File: src/rtl/light_conflict_monitor.sv
// Safety stage behind the traffic light controller: registers the four light codes
// onto the lamps and forces flashing red on illegal codes, conflicts or bad amber.
module light_conflict_monitor #(
    parameter int MIN_YELLOW  = 3,
    parameter int STARTUP_CYC = 4,
    parameter int FLASH_HALF  = 2,
    parameter int ALLRED_CLR  = 5
) (
    input  logic       clk,
    input  logic       rst,
    input  logic [2:0] in_M1,
    input  logic [2:0] in_S,
    input  logic [2:0] in_MT,
    input  logic [2:0] in_M2,
    input  logic       fault_clr,
    output logic [2:0] lamp_M1,
    output logic [2:0] lamp_S,
    output logic [2:0] lamp_MT,
    output logic [2:0] lamp_M2,
    output logic       fault,
    output logic [2:0] fault_code,
    output logic [1:0] state_o
);

    localparam logic [2:0] RED = 3'b100;
    localparam logic [2:0] YEL = 3'b010;
    localparam logic [2:0] GRN = 3'b001;

    localparam int YW = $clog2(MIN_YELLOW + 1);
    localparam int AW = $clog2(ALLRED_CLR + 1);
    localparam int SW = $clog2(STARTUP_CYC + 1);
    localparam int FW = $clog2(FLASH_HALF + 1);

    // Direction index: 0 = M1, 1 = S, 2 = MT, 3 = M2
    localparam int D_M1 = 0;
    localparam int D_S  = 1;
    localparam int D_MT = 2;
    localparam int D_M2 = 3;

    typedef enum logic [1:0] {
        ST_STARTUP = 2'd0,
        ST_NORMAL  = 2'd1,
        ST_FAULT   = 2'd2
    } state_t;

    state_t            state;
    state_t            state_next;

    logic [3:0][2:0]   cur;
    logic [3:0][2:0]   prev;
    logic [3:0][2:0]   lamps;
    logic [3:0][2:0]   lamps_next;
    logic [YW-1:0]     ycnt [4];
    logic [AW-1:0]     allred_cnt;
    logic [SW-1:0]     startup_cnt;
    logic [SW-1:0]     startup_cnt_next;
    logic [FW-1:0]     flash_cnt;
    logic [FW-1:0]     flash_cnt_next;
    logic              flash_phase;
    logic              flash_phase_next;
    logic              fault_q;
    logic              fault_next;
    logic [2:0]        code_q;
    logic [2:0]        code_next;

    logic [3:0]        active;
    logic              illegal;
    logic              conflict;
    logic              skip_amber;
    logic              short_amber;
    logic [2:0]        viol_code;
    logic              violation;
    logic              all_red_now;
    logic              clr_ok;

    assign cur = {in_M2, in_MT, in_S, in_M1};

    // Per-direction rule evaluation against the previous sample
    always_comb begin
        active      = '0;
        illegal     = 1'b0;
        skip_amber  = 1'b0;
        short_amber = 1'b0;
        for (int i = 0; i < 4; i++) begin
            active[i] = (cur[i] == YEL) || (cur[i] == GRN);
            if (!((cur[i] == RED) || (cur[i] == YEL) || (cur[i] == GRN))) begin
                illegal = 1'b1;
            end
            if ((prev[i] == GRN) && (cur[i] == RED)) begin
                skip_amber = 1'b1;
            end
            if ((prev[i] == YEL) && (cur[i] == RED) && (ycnt[i] < YW'(MIN_YELLOW))) begin
                short_amber = 1'b1;
            end
        end
        conflict = (active[D_S]  & active[D_M1]) |
                   (active[D_S]  & active[D_M2]) |
                   (active[D_S]  & active[D_MT]) |
                   (active[D_M2] & active[D_MT]);
    end

    always_comb begin
        viol_code = 3'd0;
        if (illegal) begin
            viol_code = 3'd1;
        end else if (conflict) begin
            viol_code = 3'd2;
        end else if (skip_amber) begin
            viol_code = 3'd3;
        end else if (short_amber) begin
            viol_code = 3'd4;
        end
    end

    assign violation   = (viol_code != 3'd0);
    assign all_red_now = (cur == {4{RED}});
    // The all-red history must be complete before this edge's clear request
    assign clr_ok      = fault_clr && (allred_cnt == AW'(ALLRED_CLR));

    always_comb begin
        state_next       = state;
        lamps_next       = lamps;
        fault_next       = fault_q;
        code_next        = code_q;
        startup_cnt_next = startup_cnt;
        flash_cnt_next   = flash_cnt;
        flash_phase_next = flash_phase;
        case (state)
            ST_STARTUP: begin
                lamps_next = {4{RED}};
                if (startup_cnt == SW'(STARTUP_CYC - 1)) begin
                    state_next = ST_NORMAL;
                end else begin
                    startup_cnt_next = startup_cnt + SW'(1);
                end
            end
            ST_NORMAL: begin
                if (violation) begin
                    state_next       = ST_FAULT;
                    fault_next       = 1'b1;
                    code_next        = viol_code;
                    lamps_next       = {4{RED}};
                    flash_phase_next = 1'b1;
                    flash_cnt_next   = '0;
                end else begin
                    lamps_next = cur;
                end
            end
            ST_FAULT: begin
                if (clr_ok) begin
                    state_next = ST_NORMAL;
                    fault_next = 1'b0;
                    code_next  = 3'd0;
                    lamps_next = cur;
                end else begin
                    if (flash_cnt == FW'(FLASH_HALF - 1)) begin
                        flash_phase_next = ~flash_phase;
                        flash_cnt_next   = '0;
                    end else begin
                        flash_cnt_next = flash_cnt + FW'(1);
                    end
                    lamps_next = {4{flash_phase_next, 2'b00}};
                end
            end
            default: begin
                state_next = ST_STARTUP;
                lamps_next = {4{RED}};
            end
        endcase
    end

    always_ff @(posedge clk) begin
        if (rst) begin
            state       <= ST_STARTUP;
            lamps       <= {4{RED}};
            fault_q     <= 1'b0;
            code_q      <= 3'd0;
            startup_cnt <= '0;
            flash_cnt   <= '0;
            flash_phase <= 1'b1;
            prev        <= {4{RED}};
            allred_cnt  <= '0;
            for (int i = 0; i < 4; i++) begin
                ycnt[i] <= '0;
            end
        end else begin
            state       <= state_next;
            lamps       <= lamps_next;
            fault_q     <= fault_next;
            code_q      <= code_next;
            startup_cnt <= startup_cnt_next;
            flash_cnt   <= flash_cnt_next;
            flash_phase <= flash_phase_next;
            prev        <= cur;
            for (int i = 0; i < 4; i++) begin
                if (cur[i] != YEL) begin
                    ycnt[i] <= '0;
                end else if (ycnt[i] != YW'(MIN_YELLOW)) begin
                    ycnt[i] <= ycnt[i] + YW'(1);
                end
            end
            if (!all_red_now) begin
                allred_cnt <= '0;
            end else if (allred_cnt != AW'(ALLRED_CLR)) begin
                allred_cnt <= allred_cnt + AW'(1);
            end
        end
    end

    assign lamp_M1    = lamps[D_M1];
    assign lamp_S     = lamps[D_S];
    assign lamp_MT    = lamps[D_MT];
    assign lamp_M2    = lamps[D_M2];
    assign fault      = fault_q;
    assign fault_code = code_q;
    assign state_o    = state;

endmodule
File: config.mk
export PLATFORM = sky130hd
export DESIGN_NAME = light_conflict_monitor
export DESIGN_NICKNAME = d
export VERILOG_FILES = /design/src/rtl/light_conflict_monitor.sv
export SDC_FILE = /design/constraint.sdc
export NUM_CORES = 1
export LEC_CHECK = 0
export BUFFER_PORTS_ARGS = -buffer_cell sky130_fd_sc_hd__buf_2
export CAP_MARGIN = 20
export CORE_ASPECT_RATIO = 0.7
export CORE_MARGIN = 8
export CORE_UTILIZATION = 51
export CTS_BUF_LIST = sky130_fd_sc_hd__clkbuf_16
export DETAILED_ROUTE_END_ITERATION = 8
export PLACE_DENSITY = 0.75
export SLEW_MARGIN = 20
export SYNTH_ARGS = -nofsm -noshare
export SYNTH_HDL_FRONTEND = slang
export SYNTH_SLANG_ARGS = --single-unit
File: constraint.sdc
create_clock -name clk -period 2 [get_ports clk]
set_input_delay 0.4 -clock clk [delete_from_list [all_inputs] [get_ports clk]]
set_output_delay 0.4 -clock clk [all_outputs]
set_load 0.03 [all_outputs]
==> reports/qor.yml <==
flop2flop_setup_slack_ps: 190
detail_route.wl_per_cell_um: 14.7
final_period_minus_worst_setup_slack_ps: 1840
count_of_buffers_inserted_at_the_top_level_ports: 32
synth_seq_area_share: 0.446
grt_setup_unrepaired: "no"
final_antenna_net_count: 0
postPlaceCellArea_um2: 2560
synthDominantCellAreaShare: 0.341
first_pass_grt_wire_length_mm: 8.43
yosys.cell_count.top_type: "sky130_fd_sc_hd__dfxtp_1"
detailroute.via_count: 1863
async_reset_ff_frac: 0
synth_warnings: 0
rr_worst_depth: 7
overflow_left_after_global_routing: 0
die-height_um: 72.0
timing.final.max_slew_violations: 0
max_clk_rate_ghz: 0.544
fin_nets: 310
tritoncts: "done"
drt_pass1_iterations: 4
cts_inserted_buffers: 5
critPathRequiredTime_ps: 2180
tightest_slew_ps: 501
placeableCoreArea_um2: 4330
synth-edff-count: 8
clock_sink_count: 47
timing.clock.skew_ps: 3.98
ff_latch_area_um2: 1020
power.static_leakage_nw: 1.13
place_congestion: 0.833
mean_cell_area_of_the_mapped_netlist_um2: 9.46
floorplan.io_pins: 33
grt_start_max_net_pins: 16
setup_viol: 0
hold_buffers: 0
maximum_count_of_clock_buffers_along_a_single_path: 2
routed_wirelength_mm: 4.97
cp_data_arrival_time_ps: 2010
worst_setup_path_end_kind: "flip-flop"
synth.cells.most_frequent: "39 x sky130_fd_sc_hd__dfxtp_1, 24 x sky130_fd_sc_hd__nor2_1, 17 x sky130_fd_sc_hd__nand2_1"
finish.instance_area_um2: 2700
post_synth_instance_area_um2: 2290
timing.max_cap.violations: 0
cp_max_fo: 10
hold_path.class: "in2reg"
post_route_cells_drive_above_1_share: 0.215
powerDensity_nw_per_um2: 1010
per_cell_via_count_in_the_routed_design: 5.50
final.period_utilization: 0.919
netlist_instances: 242
initial_utilization: 0.529
synthTopCellsByArea: "sky130_fd_sc_hd__dfxtp_1 34%, sky130_fd_sc_hd__edfxtp_1 10%, sky130_fd_sc_hd__ha_1 6.6%"
multi_input_comb_area_um2: 1190
cts-root-buf: "sky130_fd_sc_hd__clkbuf_16"
yosys.cell_types.count: 49
mappedNetlistNets: 269
r2r_start: "ycnt[0][0]"
htreeDepth: 2
drtIter0Drc: 158
dieArea_um2: 6920
total_track_usage: 0.155
clk_lat_worst_skew_ps: 290
power_mw: 2.74
critPathLaunch: "in_M1[1]"
ir_worst_vdd_mv: 0.706
first_global_vias: 1773
path_class: "in2reg"
worstReg2RegEnd: "flash_phase"
status: "finished clean"
floorplan.rows: 20
num-fill-cells: 381
timing_endpoint_of_the_critical_path: "flash_phase"
final-hold-violation-count: 0
chipWidth_um: 96.1
synth.largest_area_cell: "sky130_fd_sc_hd__dfxtp_1"
primary_flip_flop_cell_chosen_by_synthesis_mapping: "sky130_fd_sc_hd__dfxtp_1"
dpl.hpwl_mm: 3.77
slew-limit-headroom: 0.662
grt_antenna_before_repair: 0
worst_setup_path_start_kind: "input port"
postSynthRegisterBits: 47
post-route-drc-count: 0
area_growth_synth_to_finish_pct: 17.9
clk_pin_slew_ps: 60
finish.utilization: 0.623
antenna-diode-count: 0
[registers in the layout, indices dropped and copies added (netlist names)]
signal and count:
lamp_MT 3, state_o 2, fault 1, flash_phase 1, startup_cnt 3, lamp_M1 3, ycnt 8, allred_cnt 3
lamp_S 3, lamp_M2 3, prev 12, flash_cnt 2, fault_code 3
[per-layer routing]
layer | vias to the layer above | GRT usage | part of all wire | routed length (um)
met2 | 67 | 0.207 | 0.38 | 1900
li1 | 943 | - | - | -
met4 | 0 | 0.0645 | 0.014 | 68
met3 | 8 | 0.0474 | 0.10 | 508
met1 | 845 | 0.220 | 0.50 | 2490
met5 | - | 0 | 0 | 0
[power by group]
group / leakage [nW] / switching, mW / internal (mW)
logic: 0.643 / 0.509 / 0.309
clock network: 0.0724 / 0.334 / 0.452
registers: 0.418 / 0.0621 / 1.07
total: 1.13 / 0.906 / 1.83
[cell type report]
class	count	share of cell area
multi-input cells	175	0.440
flip-flops and latches	47	0.378
repair buffers	43	0.0900
clock buffers	5	0.0464
well taps	55	0.0255
inverters	11	0.0153
clock inverters	3	0.00464
[cell families after synthesis]
family,Yosys count,share of synthesized area
simple gates,114,0.287
fa+ha+maj,12,0.0656
buf+inv,20,0.0355
flops,47,0.446
compound gates,39,0.126
xor+xnor,8,0.0306
mux,2,0.00875
[worst min-delay path by stage]
stage | end | depth (start not counted) | from
final | prev[8] | 2 | in_MT[2]
after global routing | prev[8] | 2 | in_MT[2]
after CTS | prev[8] | 2 | in_MT[2]
after detailed placement | flash_cnt[1] | 2 | flash_cnt[1]
after global placement | flash_cnt[1] | 2 | flash_cnt[1]
after floorplan | flash_cnt[1] | 2 | flash_cnt[1]
[placed cells by master, fill, tap and decap left out, drive strengths merged, types with 2 or more instances in the layout]
| cell type | count |
|---|---|
| buf | 43 |
| dfxtp | 39 |
| nor2 | 24 |
| nand2 | 17 |
| inv | 12 |
| nor2b | 12 |
| nand3 | 12 |
| ha | 12 |
| o21ai | 9 |
| and2 | 8 |
| edfxtp | 8 |
| nor3b | 6 |
| xor2 | 6 |
| nand2b | 5 |
| or3 | 5 |
| clkbuf | 5 |
| a21oi | 5 |
| or2 | 4 |
| a22oi | 4 |
| o211ai | 4 |
| nor3 | 4 |
| nand4 | 4 |
| nor4b | 4 |
| a211oi | 3 |
| a311oi | 3 |
| and3 | 2 |
| nand3b | 2 |
| nor4 | 2 |
| xnor2 | 2 |
| mux2i | 2 |
| a31oi | 2 |
| clkinv | 2 |
[worst max-delay path, cell delays in order]
cell and delay, ps:
sky130_fd_sc_hd__buf_2 160, sky130_fd_sc_hd__nor4b_1 470, sky130_fd_sc_hd__nand3_1 140, sky130_fd_sc_hd__and4_1 280, sky130_fd_sc_hd__nand4_4 160, sky130_fd_sc_hd__nand2b_1 70, sky130_fd_sc_hd__a221o_1 330
[repair_timing]
action,4_1_cts,5_1_grt
resized for setup,0,1
endpoints found under the setup margin,0,1
buffers inserted,0,0
[per-stage QoR]
step / worst slack (ps) / hold WS (ps) / setup TNS, ps / cells
3_3_place_gp: -96.8 / 430 / -661 / 331
6_report: 162 / 400 / 0 / 339
3_5_place_dp: -121 / 439 / -1310 / 331
4_1_cts: 174 / 389 / 0 / 339
5_1_grt: 8.25 / 415 / 0 / 339
2_1_floorplan: 70.6 / 409 / 0 / 242
(Power assumes the default switching activity.)
